## config.mk

```make
export PLATFORM = sky130hd
export DESIGN_NAME = rf_access_arbiter
export DESIGN_NICKNAME = d
export VERILOG_FILES = /design/src/rtl/rf_pkg.sv /design/src/rtl/rr_pick.sv /design/src/rtl/rf_access_arbiter.sv
export SDC_FILE = /design/constraint.sdc
export NUM_CORES = 1
export LEC_CHECK = 0
export CAP_MARGIN = 20
export CORE_UTILIZATION = 35
export CTS_BUF_LIST = sky130_fd_sc_hd__clkbuf_8
export DETAILED_ROUTE_END_ITERATION = 12
export PLACE_DENSITY = 0.8
export SETUP_SLACK_MARGIN = 0.2
export SYNTH_ARGS = -nofsm -noshare
export SYNTH_HDL_FRONTEND = slang
export SYNTH_HIERARCHICAL = 1
export SYNTH_SLANG_ARGS = --single-unit
export TNS_END_PERCENT = 1
```

## constraint.sdc

```tcl
create_clock -name clk -period 5.5 [get_ports clk]
set_input_delay 0.55 -clock clk [delete_from_list [all_inputs] [get_ports clk]]
set_output_delay 0.55 -clock clk [all_outputs]
set_load 0.03 [all_outputs]
```

## src/rtl/rf_pkg.sv

```systemverilog
// ---------------------------------------------------------------------------
// rf_pkg -- shared definitions for the register file access arbiter.
//
// Contents:
//   - register index constants (IDX_R = 0 ... IDX_TOTAL = 10)
//   - one-hot enable encodings for the default 11-entry register file
//   - arbiter state encoding (arb_state_e)
//
// Configuration macro: RF_ARB_LOCK_EN adds the ST_LOCKED state.
// ---------------------------------------------------------------------------
package rf_pkg;

    localparam int RF_REG_COUNT = 11;

    // Register file index map.
    localparam logic [3:0] IDX_R      = 4'd0;
    localparam logic [3:0] IDX_G      = 4'd1;
    localparam logic [3:0] IDX_B      = 4'd2;
    localparam logic [3:0] IDX_A      = 4'd3;
    localparam logic [3:0] IDX_ALPHAR = 4'd4;
    localparam logic [3:0] IDX_ALPHAG = 4'd5;
    localparam logic [3:0] IDX_ALPHAB = 4'd6;
    localparam logic [3:0] IDX_ALPHAP = 4'd7;
    localparam logic [3:0] IDX_ALPHAQ = 4'd8;
    localparam logic [3:0] IDX_SUM    = 4'd9;
    localparam logic [3:0] IDX_TOTAL  = 4'd10;

    // One-hot read/write enable encodings for the default register file.
    localparam logic [RF_REG_COUNT-1:0] EN_NONE   = 11'b000_0000_0000;
    localparam logic [RF_REG_COUNT-1:0] EN_R      = 11'b000_0000_0001;
    localparam logic [RF_REG_COUNT-1:0] EN_G      = 11'b000_0000_0010;
    localparam logic [RF_REG_COUNT-1:0] EN_B      = 11'b000_0000_0100;
    localparam logic [RF_REG_COUNT-1:0] EN_A      = 11'b000_0000_1000;
    localparam logic [RF_REG_COUNT-1:0] EN_ALPHAR = 11'b000_0001_0000;
    localparam logic [RF_REG_COUNT-1:0] EN_ALPHAG = 11'b000_0010_0000;
    localparam logic [RF_REG_COUNT-1:0] EN_ALPHAB = 11'b000_0100_0000;
    localparam logic [RF_REG_COUNT-1:0] EN_ALPHAP = 11'b000_1000_0000;
    localparam logic [RF_REG_COUNT-1:0] EN_ALPHAQ = 11'b001_0000_0000;
    localparam logic [RF_REG_COUNT-1:0] EN_SUM    = 11'b010_0000_0000;
    localparam logic [RF_REG_COUNT-1:0] EN_TOTAL  = 11'b100_0000_0000;

    // ST_IDLE: no grant issued; ST_SERVE: a grant was issued;
    // ST_LOCKED: one requester owns the register file exclusively.
`ifdef RF_ARB_LOCK_EN
    typedef enum logic [1:0] {
        ST_IDLE   = 2'd0,
        ST_SERVE  = 2'd1,
        ST_LOCKED = 2'd2
    } arb_state_e;
`else
    typedef enum logic [1:0] {
        ST_IDLE  = 2'd0,
        ST_SERVE = 2'd1
    } arb_state_e;
`endif

endpackage

```

## src/rtl/rr_pick.sv

```systemverilog
// ---------------------------------------------------------------------------
// rr_pick -- round-robin one-hot picker.
//
// Ports:
//   req_i  [N-1:0]  request vector
//   ptr_i  [PW-1:0] index of the last granted requester
//   gnt_o  [N-1:0]  one-hot grant; the search starts at ptr_i+1 and wraps
//                   from N-1 to 0. All-zero when req_i is all-zero.
// ---------------------------------------------------------------------------
module rr_pick #(
    parameter int N  = 3,
    parameter int PW = 2
) (
    input  logic [N-1:0]  req_i,
    input  logic [PW-1:0] ptr_i,
    output logic [N-1:0]  gnt_o
);

    always_comb begin
        int   idx;
        logic found;
        gnt_o = '0;
        found = 1'b0;
        idx   = 0;
        // k = N lands back on ptr_i itself, so the last granted requester
        // is still served when it is the only one asking.
        for (int k = 1; k <= N; k++) begin
            idx = (int'(ptr_i) + k) % N;
            if (!found && req_i[idx]) begin
                gnt_o[idx] = 1'b1;
                found      = 1'b1;
            end
        end
    end

endmodule

```

## src/rtl/rf_access_arbiter.sv

```systemverilog
// ---------------------------------------------------------------------------
// rf_access_arbiter -- round-robin arbiter giving n_req requesters
// single-port access to a register file with one-hot read/write enables.
//
// Ports:
//   clk          clock, rising edge
//   reset        asynchronous active-low reset
//   req_valid    per-requester access request
//   req_we       per-requester write (1) / read (0)
//   req_addr     per-requester 4-bit register index, packed n_req x 4
//   req_wdata    per-requester write data, packed n_req x reg_width
//   req_lock     (RF_ARB_LOCK_EN only) per-requester lock request
//   gnt          one-hot grant, combinational; the access is taken this cycle
//   rdata        registered read data
//   rdata_valid  one-hot owner of rdata, one cycle after the read grant
//   addr_err     one-cycle pulse after a granted out-of-range index
//   read_en      one-hot register file read enable
//   write_en     one-hot register file write enable
//   rf_wdata     register file write data
//   rf_rdata     register file read data (combinational from read_en)
//   dbg_state    current FSM state (arb_state_e encoding)
//
// Handshake: a requester holds req_valid with stable req_we/req_addr/
// req_wdata until it sees gnt in the same cycle; the access completes at the
// following rising edge. Dropping req_valid before gnt abandons the request.
//
// Configuration macro: RF_ARB_LOCK_EN -- when defined, a requester granted
// with req_lock=1 keeps exclusive ownership until it is granted with
// req_lock=0.
// ---------------------------------------------------------------------------
module rf_access_arbiter
    import rf_pkg::*;
#(
    parameter int reg_count = 11,
    parameter int reg_width = 12,
    parameter int n_req     = 3
) (
    input  logic                       clk,
    input  logic                       reset,
    input  logic [n_req-1:0]           req_valid,
    input  logic [n_req-1:0]           req_we,
    input  logic [n_req*4-1:0]         req_addr,
    input  logic [n_req*reg_width-1:0] req_wdata,
`ifdef RF_ARB_LOCK_EN
    input  logic [n_req-1:0]           req_lock,
`endif
    output logic [n_req-1:0]           gnt,
    output logic [reg_width-1:0]       rdata,
    output logic [n_req-1:0]           rdata_valid,
    output logic                       addr_err,
    output logic [reg_count-1:0]       read_en,
    output logic [reg_count-1:0]       write_en,
    output logic [reg_width-1:0]       rf_wdata,
    input  logic [reg_width-1:0]       rf_rdata,
    output logic [1:0]                 dbg_state
);

    localparam int PW = (n_req > 2) ? 2 : 1;

    arb_state_e           state_q, state_d;
    logic [PW-1:0]        ptr_q;
    logic [reg_width-1:0] rdata_q;
    logic [n_req-1:0]     rdv_q;
    logic                 err_q;

    logic [n_req-1:0]     req_eff;
    logic [n_req-1:0]     pick;
    logic                 gnt_any;
    logic [PW-1:0]        g_idx;
    logic                 g_we;
    logic [3:0]           g_addr;
    logic [reg_width-1:0] g_wdata;
    logic                 in_range;
    logic [reg_count-1:0] en_vec;

`ifdef RF_ARB_LOCK_EN
    logic [n_req-1:0]     owner_q, owner_d;
    logic                 g_lock;
`endif

    // While locked, only the owner may compete.
    always_comb begin
        req_eff = req_valid;
`ifdef RF_ARB_LOCK_EN
        if (state_q == ST_LOCKED) begin
            req_eff = req_valid & owner_q;
        end
`endif
    end

    rr_pick #(
        .N  (n_req),
        .PW (PW)
    ) u_pick (
        .req_i (req_eff),
        .ptr_i (ptr_q),
        .gnt_o (pick)
    );

    // Grants are combinational, so gate them with reset to keep every
    // output quiet while reset is held.
    assign gnt_any = reset && (|pick);
    assign gnt     = reset ? pick : '0;

    // Select the granted requester's fields.
    always_comb begin
        g_idx   = '0;
        g_we    = 1'b0;
        g_addr  = '0;
        g_wdata = '0;
`ifdef RF_ARB_LOCK_EN
        g_lock  = 1'b0;
`endif
        for (int i = 0; i < n_req; i++) begin
            if (pick[i]) begin
                g_idx   = PW'(i);
                g_we    = req_we[i];
                g_addr  = req_addr[i*4 +: 4];
                g_wdata = req_wdata[i*reg_width +: reg_width];
`ifdef RF_ARB_LOCK_EN
                g_lock  = req_lock[i];
`endif
            end
        end
    end

    assign in_range = int'(g_addr) < reg_count;

    // Register file drive: an out-of-range index still takes the grant but
    // must leave every enable low.
    always_comb begin
        en_vec   = '0;
        read_en  = '0;
        write_en = '0;
        rf_wdata = '0;
        for (int r = 0; r < reg_count; r++) begin
            en_vec[r] = (int'(g_addr) == r);
        end
        if (gnt_any) begin
            rf_wdata = g_wdata;
            if (in_range) begin
                if (g_we) begin
                    write_en = en_vec;
                end else begin
                    read_en = en_vec;
                end
            end
        end
    end

    // Next-state logic.
    always_comb begin
        state_d = (|req_valid) ? ST_SERVE : ST_IDLE;
`ifdef RF_ARB_LOCK_EN
        owner_d = owner_q;
        if (state_q == ST_LOCKED) begin
            // Only an owner access with req_lock=0 releases the lock.
            if (!(gnt_any && !g_lock)) begin
                state_d = ST_LOCKED;
            end
        end else if (gnt_any && g_lock) begin
            state_d = ST_LOCKED;
            owner_d = pick;
        end
`endif
    end

    always_ff @(posedge clk or negedge reset) begin
        if (!reset) begin
            state_q <= ST_IDLE;
            ptr_q   <= PW'(n_req - 1);
            rdata_q <= '0;
            rdv_q   <= '0;
            err_q   <= 1'b0;
        end else begin
            state_q <= state_d;
            // While locked the grant always goes to the owner, which is
            // already the pointer value, so the pointer stays frozen.
            if (gnt_any) begin
                ptr_q <= g_idx;
            end
            rdv_q <= '0;
            err_q <= gnt_any && !in_range;
            if (gnt_any && in_range && !g_we) begin
                rdata_q <= rf_rdata;
                rdv_q   <= pick;
            end
        end
    end

`ifdef RF_ARB_LOCK_EN
    always_ff @(posedge clk or negedge reset) begin
        if (!reset) begin
            owner_q <= '0;
        end else begin
            owner_q <= owner_d;
        end
    end
`endif

    assign rdata       = rdata_q;
    assign rdata_valid = rdv_q;
    assign addr_err    = err_q;
    assign dbg_state   = state_q;

endmodule

```

==> impl_metrics.py <==
metrics = {
    "critical_path": {
        "cp.arrival_ns": 4.17,
        "crit_fanout": 21,
        "cp_top_family": "buffers and inverters",
        "regToRegStartpoint": "ptr_q[0]",
        "end_kind": "primary output",
        "crit_buf_inv": 3,
        "critPathKind": "reg -> out",
        "crit_top_cell": "a21oi_1",
        "critical_path.max_stage_delay_ns": 0.74,
        "start_kind": "flip-flop",
        "path_cells": "ha_1 > nor2b_1 > a21oi_1 > o22ai_1 > o32ai_2 > buf_4 > inv_2 > a2bb2oi_2 > a21oi_1 > o21ai_4 > nor4_1 > clkdlybuf4s50_1",
        "r2r_setup_slack_ns": 1.90,
        "worst_path_max_delay_cell": "clkdlybuf4s50_1",
        "required_ns": 4.95,
        "crit_start": "ptr_q[1]",
    },
    "clocking": {
        "cts_num_sinks": 19,
        "h-tree-depth": 1,
        "cts.path.max_buffers": 2,
        "clk_pin_slew_ns": 0.07,
        "cts_resized": 0,
        "cts_hold_buf": 0,
        "post_cts_buffers": 0,
        "clk_latency_ns": 0.25,
        "numCtsBuffers": 3,
        "cts_tree": "built",
        "cts-root-buf": "clkbuf_8",
    },
    "power_and_ir_drop": {
        "intPower_mw": 0.892,
        "pwr-share-seq": 0.129,
        "combPwrFrac": 0.820,
        "p_leak_nw": 1.12,
        "switching_share": 0.513,
        "vdd_drop_max_uv": 292,
        "p_per_area_nw_per_um2": 633,
        "power_frac_clock": 0.051,
        "p_switching_mw": 0.940,
    },
    "drt": {
        "wl_per_cell_um": 14.0,
        "ant_nets": 0,
        "dr.pass1.iters": 4,
        "drt-total-wl_um": 5000,
        "via_per_inst": 5.27,
        "route.detailed.drc": 0,
        "vias": 1886,
        "dr.first_iter.drc_count": 43,
    },
    "synth": {
        "seq_area_frac_synth": 0.295,
        "syn-num-nets": 263,
        "avgSynthCellArea_um2": 8.47,
        "synthFlopType": "dfrtp_1",
        "synth.largest_area_cell": "dfrtp_1",
        "synth_most_common_cell": "nor2_1",
        "synth_edf_count": 0,
        "async_flop_share": 1.00,
        "mappedNetlistArea_um2": 1620,
        "synth.distinct_cells": 42,
        "synthTopCellsByArea": "dfrtp_1, nor2_1, a221o_1",
        "netlist_top_cells_count": "nor2_1, dfrtp_1, o21ai_0",
        "ys_ff_latch": 19,
        "synth_top_area_frac": 0.278,
        "synth_warnings": 6,
        "syn_inst": 191,
    },
    "timing": {
        "rsz0062_at_grt": "no",
        "period_share": 0.858,
        "min_period_ns": 4.72,
        "finalHoldViolCount": 0,
        "tns_ns": 0,
        "slew_headroom": 0.438,
        "slew_violations": 0,
        "hold-worst-slack_ns": 0.492,
        "fmax_mhz": 212,
        "finClkSkew_ns": 0.00131,
        "worst_slew_pin_slew_ns": 0.839,
        "finalSetupViolCount": 0,
    },
    "cells_and_area": {
        "antennaDiodeCount": 0,
        "drive_gt1_frac": 0.0817,
        "final_area_um2": 2900,
        "final_nets": 379,
        "synthToLayoutAreaGrowth_pct": 79.0,
    },
    "global_routing": {
        "grt_pass1_wl_um": 8210,
        "grt_pass1_vias": 1826,
        "met1_usage": 0.245,
        "grt_max_degree": 24,
        "grt-ovfl-total": 0,
        "antenna_found_initial": 0,
        "grt_util_met2": 0.368,
        "top_usage_layer": "met2",
        "met3_usage": 0.0375,
        "grt_usage": 0.203,
    },
    "run_status": {
        "run_status": "complete, no violations",
    },
    "hold_path": {
        "hold_class": "reg -> reg",
        "hold_path_startpoint": "rdata[7]",
    },
    "floorplanning": {
        "die_w_um": 70.0,
        "die_h_um": 70.0,
        "start_util": 0.369,
        "core_um2": 4380,
        "die-area_um2": 4900,
        "ios": 123,
        "row_count": 24,
    },
    "run": {
        "max-cap-violations": 0,
    },
    "place": {
        "place_congestion": 0.905,
        "io_buffers": 121,
        "postPlaceCellArea_um2": 2850,
        "dpl.hpwl_um": 3950,
    },
}
placed cells by master (no fill, tap or decap), types with 4 or more instances in the layout:
master	instances
nand2_1	10
ha_1	4
o21ai_0	13
dfrtp_1	18
nor2_1	41
nand2b_1	4
buf_4	4
o22ai_1	4
clkdlybuf4s50_1	121
mux2_4	5
a21oi_1	10
a221o_1	12
nand3b_1	7
inv_1	7
and2_1	4
mux2_1	7
flip-flops by register name, summed over array words and instances (netlist names):
signal,cells
rdata,12
rdata_valid,3
ptr_q,2
addr_err,1
dbg_state,1
power by group through the flow:
stage                     Sequential, mW  Combinational [mW]  Clock (mW)
after CTS                          0.238                1.51      0.0970
after detailed placement           0.240                1.50           0
after global placement             0.238                1.49           0
after global routing               0.246                1.63       0.103
after floorplan                    0.351               0.959           0
final                              0.237                1.50      0.0927
path summary, 6_finish.rpt:
kind	cells past startpoint	to
worst min register to register	1	rdata[7]
max in group asynchronous	2	ptr_q[1]
worst max-delay path	12	read_en[10]
worst min-delay path	1	rdata[7]
min in group asynchronous	2	rdata[1]
worst max register to register	12	rdata[4]
kinds of logic after synthesis:
| family | Yosys count | share of synthesized area |
|---|---|---|
| AND/OR/NAND/NOR | 76 | 0.222 |
| AO/OA/AOI/OAI | 55 | 0.269 |
| buffers and inverters | 22 | 0.0735 |
| flip-flops | 19 | 0.295 |
| multiplexers | 14 | 0.108 |
| adder cells (fa/ha/maj) | 4 | 0.0309 |
| other | 1 | 0.00232 |
final cells by class:
cell class                      count  area [um2]
Fill cell                         378        1490
Timing Repair Buffer              125        1240
Multi-Input combinational cell    150        1040
Sequential cell                    19         477
Tap cell                           52        65.1
Clock buffer                        3        41.3
Inverter                            8        30.0
Clock inverter                      1        5.00
per-layer routing:
| layer | wire (um) | vias to the layer above |
|---|---|---|
| met2 | 2580 | 88 |
| met1 | 2010 | 884 |
| met4 | 51 | 0 |
| met3 | 357 | 4 |
| met5 | 0 | - |
| li1 | - | 910 |
through the flow:
step / instances / power (mW) / util / setup slack (ns)
2_1_floorplan: 191 / 1.31 / - / 1.60
3_3_place_gp: 354 / 1.73 / 0.650 / 1.02
3_5_place_dp: 354 / 1.74 / 0.650 / 0.949
4_1_cts: 358 / 1.84 / 0.660 / 0.764
5_1_grt: 358 / 1.98 / 0.660 / 0.486
6_report: 358 / 1.83 / 0.660 / 0.782
Power figures use the tool's default switching activity.
